===== src/rtl/masked_add_pkg.sv =====
// Shared types and constants for the bit-serial masked adder.
package masked_add_pkg;

  localparam int unsigned DEFAULT_WIDTH = 4;

  // Controller states.
  typedef logic [1:0] state_t;
  localparam state_t IDLE = 2'd0;
  localparam state_t RUN  = 2'd1;
  localparam state_t DONE = 2'd2;

  // One bit held as two Boolean shares (value = s0 ^ s1).
  typedef struct packed {
    logic s0;
    logic s1;
  } share_pair_t;

endpackage


===== src/rtl/half_adder_masked.sv =====
// Two-share masked half adder: sum is share-wise XOR, carry is a
// domain-oriented masked AND refreshed with one fresh random bit.
module half_adder_masked (
  input  logic a0,
  input  logic a1,
  input  logic b0,
  input  logic b1,
  input  logic rn,
  output logic sum0,
  output logic sum1,
  output logic carry0,
  output logic carry1
);

  // Cross-domain products are blinded by rn before joining the other share.
  always_comb begin
    sum0   = a0 ^ b0;
    sum1   = a1 ^ b1;
    carry0 = (a0 & b0) ^ ((a0 & b1) ^ rn);
    carry1 = (a1 & b1) ^ ((a1 & b0) ^ rn);
  end

endmodule


===== src/rtl/masked_full_adder.sv =====
// Masked full adder built from two masked half adders. The two gadget
// carries can never both be 1, so their XOR equals the true carry-out.
module masked_full_adder
  import masked_add_pkg::*;
(
  input  logic        a0,
  input  logic        a1,
  input  logic        b0,
  input  logic        b1,
  input  share_pair_t cin,
  input  logic [1:0]  rnd,
  output share_pair_t sum,
  output share_pair_t cout
);

  logic p0, p1, g0, g1;
  logic s0, s1, h0, h1;

  half_adder_masked u_ha_ab (
    .a0     (a0),
    .a1     (a1),
    .b0     (b0),
    .b1     (b1),
    .rn     (rnd[0]),
    .sum0   (p0),
    .sum1   (p1),
    .carry0 (g0),
    .carry1 (g1)
  );

  half_adder_masked u_ha_pc (
    .a0     (p0),
    .a1     (p1),
    .b0     (cin.s0),
    .b1     (cin.s1),
    .rn     (rnd[1]),
    .sum0   (s0),
    .sum1   (s1),
    .carry0 (h0),
    .carry1 (h1)
  );

  // Combine gadget outputs share-wise; shares are never recombined.
  always_comb begin
    sum.s0  = s0;
    sum.s1  = s1;
    cout.s0 = g0 ^ h0;
    cout.s1 = g1 ^ h1;
  end

endmodule


===== src/rtl/masked_serial_add_ctrl.sv =====
// Bit-serial controller for a 2-share Boolean-masked adder. One bit
// position per step, LSB first, advancing only when fresh randomness
// is offered. Results and carry-out are held in registers until consumed.
module masked_serial_add_ctrl
  import masked_add_pkg::*;
#(
  parameter int unsigned WIDTH = DEFAULT_WIDTH
) (
  input  logic             clk,
  input  logic             rst,
  input  logic             i_valid,
  output logic             o_ready,
  input  logic [WIDTH-1:0] i_A0,
  input  logic [WIDTH-1:0] i_A1,
  input  logic [WIDTH-1:0] i_B0,
  input  logic [WIDTH-1:0] i_B1,
  input  logic [1:0]       i_rnd,
  input  logic             i_rnd_valid,
  output logic             o_rnd_req,
  output logic             o_valid,
  input  logic             i_ready,
  output logic [WIDTH-1:0] o_SUM0,
  output logic [WIDTH-1:0] o_SUM1,
  output logic             o_CARRY0,
  output logic             o_CARRY1
);

  localparam int unsigned CNT_W = (WIDTH > 1) ? $clog2(WIDTH) : 1;
  localparam logic [CNT_W-1:0] LAST_IDX = CNT_W'(WIDTH - 1);

  state_t           state;
  logic [CNT_W-1:0] counter;
  logic [WIDTH-1:0] a0_sr, a1_sr, b0_sr, b1_sr;
  share_pair_t      carry;
  logic [WIDTH-1:0] sum0_r, sum1_r;
  logic             cout0_r, cout1_r;

  share_pair_t      fa_sum, fa_cout;

  masked_full_adder u_fa (
    .a0   (a0_sr[0]),
    .a1   (a1_sr[0]),
    .b0   (b0_sr[0]),
    .b1   (b1_sr[0]),
    .cin  (carry),
    .rnd  (i_rnd),
    .sum  (fa_sum),
    .cout (fa_cout)
  );

  // Sequencing, operand shifting and result accumulation.
  always_ff @(posedge clk or posedge rst) begin
    if (rst) begin
      state   <= IDLE;
      counter <= '0;
      a0_sr   <= '0;
      a1_sr   <= '0;
      b0_sr   <= '0;
      b1_sr   <= '0;
      carry   <= '0;
      sum0_r  <= '0;
      sum1_r  <= '0;
      cout0_r <= 1'b0;
      cout1_r <= 1'b0;
    end else begin
      case (state)
        IDLE: begin
          if (i_valid) begin
            a0_sr   <= i_A0;
            a1_sr   <= i_A1;
            b0_sr   <= i_B0;
            b1_sr   <= i_B1;
            carry   <= '0;
            counter <= '0;
            state   <= RUN;
          end
        end
        RUN: begin
          // Without fresh randomness nothing moves, so no bit is ever reused.
          if (i_rnd_valid) begin
            sum0_r  <= (sum0_r >> 1) | (WIDTH'(fa_sum.s0) << (WIDTH - 1));
            sum1_r  <= (sum1_r >> 1) | (WIDTH'(fa_sum.s1) << (WIDTH - 1));
            carry   <= fa_cout;
            a0_sr   <= a0_sr >> 1;
            a1_sr   <= a1_sr >> 1;
            b0_sr   <= b0_sr >> 1;
            b1_sr   <= b1_sr >> 1;
            counter <= counter + CNT_W'(1);
            if (counter == LAST_IDX) begin
              cout0_r <= fa_cout.s0;
              cout1_r <= fa_cout.s1;
              state   <= DONE;
            end
          end
        end
        DONE: begin
          if (i_ready) begin
            a0_sr <= '0;
            a1_sr <= '0;
            b0_sr <= '0;
            b1_sr <= '0;
            state <= IDLE;
          end
        end
        default: state <= IDLE;
      endcase
    end
  end

  // Handshake outputs decode directly from the state register.
  always_comb begin
    o_ready   = (state == IDLE);
    o_rnd_req = (state == RUN);
    o_valid   = (state == DONE);
    o_SUM0    = sum0_r;
    o_SUM1    = sum1_r;
    o_CARRY0  = cout0_r;
    o_CARRY1  = cout1_r;
  end

endmodule


===== config.mk =====
export PLATFORM = sky130hd
export DESIGN_NAME = masked_serial_add_ctrl
export DESIGN_NICKNAME = d
export VERILOG_FILES = /design/src/rtl/masked_add_pkg.sv /design/src/rtl/half_adder_masked.sv /design/src/rtl/masked_full_adder.sv /design/src/rtl/masked_serial_add_ctrl.sv
export SDC_FILE = /design/constraint.sdc
export NUM_CORES = 1
export LEC_CHECK = 0
export BUFFER_PORTS_ARGS = -buffer_cell sky130_fd_sc_hd__buf_4
export CORE_ASPECT_RATIO = 0.6
export CORE_MARGIN = 1.5
export CORE_UTILIZATION = 50
export DETAILED_ROUTE_END_ITERATION = 12
export GPL_TIMING_DRIVEN = 0
export PLACE_DENSITY = 0.74
export SLEW_MARGIN = 20
export SYNTH_ARGS = -nofsm -noshare
export SYNTH_HDL_FRONTEND = slang
export SYNTH_SLANG_ARGS = --single-unit
export TNS_END_PERCENT = 50

===== constraint.sdc =====
create_clock -name clk -period 2.96 [get_ports clk]
set_clock_uncertainty 0.1 [all_clocks]
set_input_delay 0.296 -clock clk [delete_from_list [all_inputs] [get_ports clk]]
set_output_delay 0.296 -clock clk [all_outputs]
set_load 0.02 [all_outputs]

Yosys cells after proc, flatten, opt, wreduce, memory -nomap -nowiden --
Cells that the tools add are included.
Operators by class: reduce and logical (&&, ||, !) cells 8, bitwise logic cells 24, add/subtract/negate cells 1, multiplexer cells 23, eq/ne operators 7
Operators by type and width (count):
- $pmux W4 S3 | 4
- $mux W4 | 9
- $mux W2 | 7
- $xor A1 B1 Y1 | 14
- $and A1 B1 Y1 | 8
- $or A3 B4 Y4 | 2
- $pmux W2 S2 | 2
- $reduce_and A4 Y1 | 2
- $pmux W2 S3 | 1
- $reduce_and A3 Y1 | 2
- $eq A2 B2 Y1 const B | 2
- $ne A2 B1 Y1 const B | 2
- $ne A2 B2 Y1 const B | 2
- $reduce_bool A3 Y1 | 1
- $add A2 B1 Y2 const B | 1
- $eq A2 B1 Y1 const B | 1
- $logic_not A2 Y1 | 1
- $reduce_and A2 Y1 | 1
- $reduce_bool A2 Y1 | 1
Word-level totals: register bits 32, logic and storage cells 75, input bits 23, output and inout bits 13

Longest topological paths before layout --
depth after elaboration 7, mapped depth 7, mapped depth without buffers 6

By module --
From an unflattened synthesis, not the netlist that was laid out.
Unflattened totals: cells, all modules 157, area total of the unflattened synthesis 1781.7 sq um
Modules (own cells, without submodules):
- masked_serial_add_ctrl | area each 1614.0 sq um, instances 1, sequential area each 800.8 sq um, cells each 137
- half_adder_masked | area each 67.6 sq um, instances 2, sequential area each 0.0 sq um, cells each 8
- masked_full_adder | area each 32.5 sq um, instances 1, sequential area each 0.0 sq um, cells each 4

Worst setup path before layout --
Ideal clock, no wire load.
kind register -> register, start reg state[1], end reg state[0], path buffers 0, library setup time 0.128 ns, required time 2.732 ns, stages on the path, launching flop included 7, arrival time 1.535 ns, period minus slack after synthesis 1.763 ns, path slack 1.197 ns, cells stage by stage dfrtp_1 -> inv_1 -> ha_1 -> nor2b_2 -> nor3_2 -> o21ai_1 -> mux2_1
On the way: longest elaborated chain between the ends 3, elaborated cells on any way between the ends 9, those cells by class 6 x eq/ne; 1 x mux; 2 x reduce/logical
RTL lines:
- start, declared | RTL line masked_serial_add_ctrl.sv:31 | state_t state;
- start signal, assigned | RTL line masked_serial_add_ctrl.sv:54 | state <= IDLE;
- start signal, assigned | RTL line masked_serial_add_ctrl.sv:75 | state <= RUN;
- start signal, assigned | RTL line masked_serial_add_ctrl.sv:92 | state <= DONE;
- $eq A2 B1 Y1 (*)
- net o_rnd_req | RTL line masked_serial_add_ctrl.sv:19 | output logic o_rnd_req,
- $ne A2 B1 Y1 (no source line) / $ne A2 B2 Y1 (equally long branches)
- $reduce_and A4 Y1 (no source line)
The timed path passes the listed nets; every way through them passes the cells marked *. A chain may end at the register's enable or synchronous reset.

Final worst setup path --
start reg state[1], end reg a1_sr[2]
On the way: longest elaborated chain between the ends 3, elaborated cells on any way between the ends 9, those cells by class 5 x eq/ne; 1 x mux; 3 x reduce/logical
RTL lines:
- $eq A2 B2 Y1, or another cell as far along | RTL line masked_serial_add_ctrl.sv:66 | case (state)
- $ne A2 B1 Y1 (no source line), or another cell as far along
- $reduce_and A4 Y1 (no source line)
- end signal, assigned | RTL line masked_serial_add_ctrl.sv:70 | a1_sr <= i_A1;
- end signal, assigned | RTL line masked_serial_add_ctrl.sv:85 | a1_sr <= a1_sr >> 1;
- end, declared | RTL line masked_serial_add_ctrl.sv:33 | logic [WIDTH-1:0] a0_sr, a1_sr, b0_sr, b1_sr;
Several ways; a longest one is shown, not always the timed one.

==> impl_metrics.toml <==
[detailed_routing]
drtAntennaViolNets = 0
drt_pass1_iterations = 4
drtIter0Drc = 63
route.detailed.drc = 0
viasPerCell = 5.36
routedWlPerCell_um = 15.8
vias = 1276
wirelength_um = 3760

[pwr]
p_leak_nw = 0.943
internal-power_mw = 1.49
p_per_area_mw_per_mm2 = 1310
p_seq_share_pct = 30.1
power.share.switching_pct = 44.3
p_comb_share_pct = 57.1
p_clk_share_pct = 12.8
p_switching_mw = 1.18
ir_drop_mv = 0.854

[finish]
seq_area_um2 = 801
multi_input_area_um2 = 769
final_util_pct = 68.4
antenna_cells = 0
nNetsFinal = 227
area_growth_pct = 25.0
drive_above_1_share_pct = 32.7
nFillCells = 234

[critical_path]
r2r_slack_ns = 0.92
worstReg2RegEnd = "a1_sr[2]"
crit_type = "reg2reg"
startpoint_type = "flop"
worstSetupEndpointType = "flop"
path_depth = 6
worstPathBufferInverterCount = 3
critPathLaunch = "state[1]"
reg2reg_depth = 6
r2r-start = "state[1]"
max_stage_delay_ns = 0.41
cp_cell_sequence = "inv_1, ha_1, clkbuf_1, buf_2, a31oi_1, a21oi_1"
worstPathArrival_ns = 2.16
cpMaxStageDelayCell = "dfrtp_1"
cp_max_fo = 10
crit_required_ns = 3.07
cp_top_family = "buffers and inverters"

[yosys]
ys_types = 25
yosys_warnings = 0
synth_area_per_cell_um2 = 10.7
synth_area_mm2 = 0.00163
synthCells = 153
ys_ff_latch = 32
ys_seq_area_share_pct = 49.0
synth_nets = 185

[sta]
rsz0062_at_grt = "false"
min_period_ns = 2.04
max-slew-margin-rel_pct = 55.9
fin_hold_ws_ns = 0.00216
fmax_mhz = 489
tns_ns = 0
worstMarginPinSlew_ns = 0.661
hold_viol = 0
fin_crit_sh_pct = 69.0
finalMaxSlewViolations = 0
finalSetupViolCount = 0

[global_route]
grt_pass1_vias = 1213
grt_pass1_wl_um = 5930
antenna_found_initial = 0
grtUsageTotal_pct = 23.1
grt_max_degree = 33
grt-ovfl-total = 0

[min_path]
hold_path.class = "in2async"

[cts]
clk_pin_slew_ns = 0.08
cts_resized = 0
htreeDepth = 2
tritoncts = "built"
cts_setup_buffers = 0
cts_buffers = 5
cts_root_buffer = "clkbuf_8"
clockBufferDepth = 2
hold_buffers = 0
cts.sinks = 32
insertion_delay_ns = 0.29

[floorplanning]
die_h_um = 47.3
pin_count = 36
fp.dieW_um = 76.8
row_count = 15
core_area_mm2 = 0.00298
start_util_pct = 54.8
dieArea_mm2 = 0.00363

[run_status]
status = "complete, no violations"

[place]
portBuffers = 35
place_congestion = 0.849
dpl.hpwl_um = 2790

[run]
drv_cap = 0
[synth_stat cells, drive strengths merged]
cell	instances	area share, %
dfrtp	32	49
a21oi	19	5.8
nor2b	15	6.4
nor2	14	3.2
mux2	12	8.3
ha	9	6.9
inv	8	1.8
a31oi	7	2.7
xnor2	7	3.8
o21ai	6	1.8
buf	5	1.8
nand2	5	1.1
nand3b	4	1.8
a22o	3	1.6
xor2	2	1.1
and2	1	0.38
clkbuf	1	0.23
nand3	1	0.31
nor3	1	0.61
nor4	1	1.3
[flip-flops by register name, summed over array words and instances, names as in the netlist]
name	cells
b0_sr	4
o_SUM1	4
a1_sr	4
carry	2
o_CARRY0	1
counter	2
b1_sr	4
state	2
a0_sr	4
o_CARRY1	1
o_SUM0	4
[per-stage QoR]
stage / power, mW / area (um^2) / setup slack [ns] / cells
6_report: 2.67 / 2040 / 0.916 / 238
5_1_grt: 2.86 / 2040 / 0.822 / 238
4_1_cts: 2.68 / 2040 / 0.943 / 238
3_5_place_dp: 2.31 / 1950 / 0.964 / 230
3_3_place_gp: 2.20 / 1950 / 1.05 / 230
2_1_floorplan: 1.85 / 1630 / 1.20 / 153
[kinds of logic (layout without fill, tap and decap cells)]
group                      count (synthesis)  in the layout  synth area share (%)
and+or+nand+nor                           42             42                  15.2
AOI/OAI and AO/OA                         35             35                  11.9
DFF                                       32             32                  49.0
buffers and inverters                     14             57                  3.90
muxes                                     12             12                  8.27
adders and majority gates                  9              9                  6.89
xor gates and xnor gates                   9              9                  4.82
[layout make-up]
cell class | instances | share of cell area, %
Multi-Input combinational cell | 107 | 37.7
Buffer | 6 | 1.65
Timing Repair Buffer | 35 | 12.9
Clock inverter | 3 | 1.16
Inverter | 8 | 1.47
Sequential cell | 32 | 39.2
Tap cell | 42 | 2.57
Clock buffer | 5 | 3.37
[layout by cell type (no fill, tap or decap), types with 2 or more instances in the layout]
cell	count
a22o_1	3
clkbuf_8	5
xnor2_1	7
nand3b_1	4
a21oi_1	19
nor2b_1	13
buf_2	3
ha_1	9
dfrtp_1	32
o21ai_1	3
buf_4	37
a31oi_1	7
clkinvlp_4	2
xor2_1	2
nand2_1	5
nor2_1	14
mux2_2	11
o21ai_0	3
inv_1	7
[power groups by stage]
stage,registers (mW),logic [mW],clock network (mW)
global placement,0.790,1.41,0
floorplan,0.849,1.00,0
finish,0.804,1.52,0.342
detailed placement,0.810,1.50,0
global route,0.832,1.66,0.372
CTS,0.802,1.53,0.348
[metal layers]
layer  vias to the layer above  global-route usage, %  wire, um
met5                         -                      0         0
met4                         0                   8.89        39
met3                         4                   7.77       149
met2                        30                   37.3      1810
met1                       638                   29.7      1760
li1                        604                      -         -
[how the worst max path moves through the flow]
| stage | end | slack [ns] |
|---|---|---|
| 2_1_floorplan | state[0] | 1.20 |
| 3_3_place_gp | a1_sr[2] | 1.05 |
| 3_5_place_dp | b0_sr[3] | 0.96 |
| 4_1_cts | b0_sr[3] | 0.94 |
| 5_1_grt | a1_sr[2] | 0.82 |
| 6_report | a1_sr[2] | 0.92 |
(Power assumes the default switching activity.)
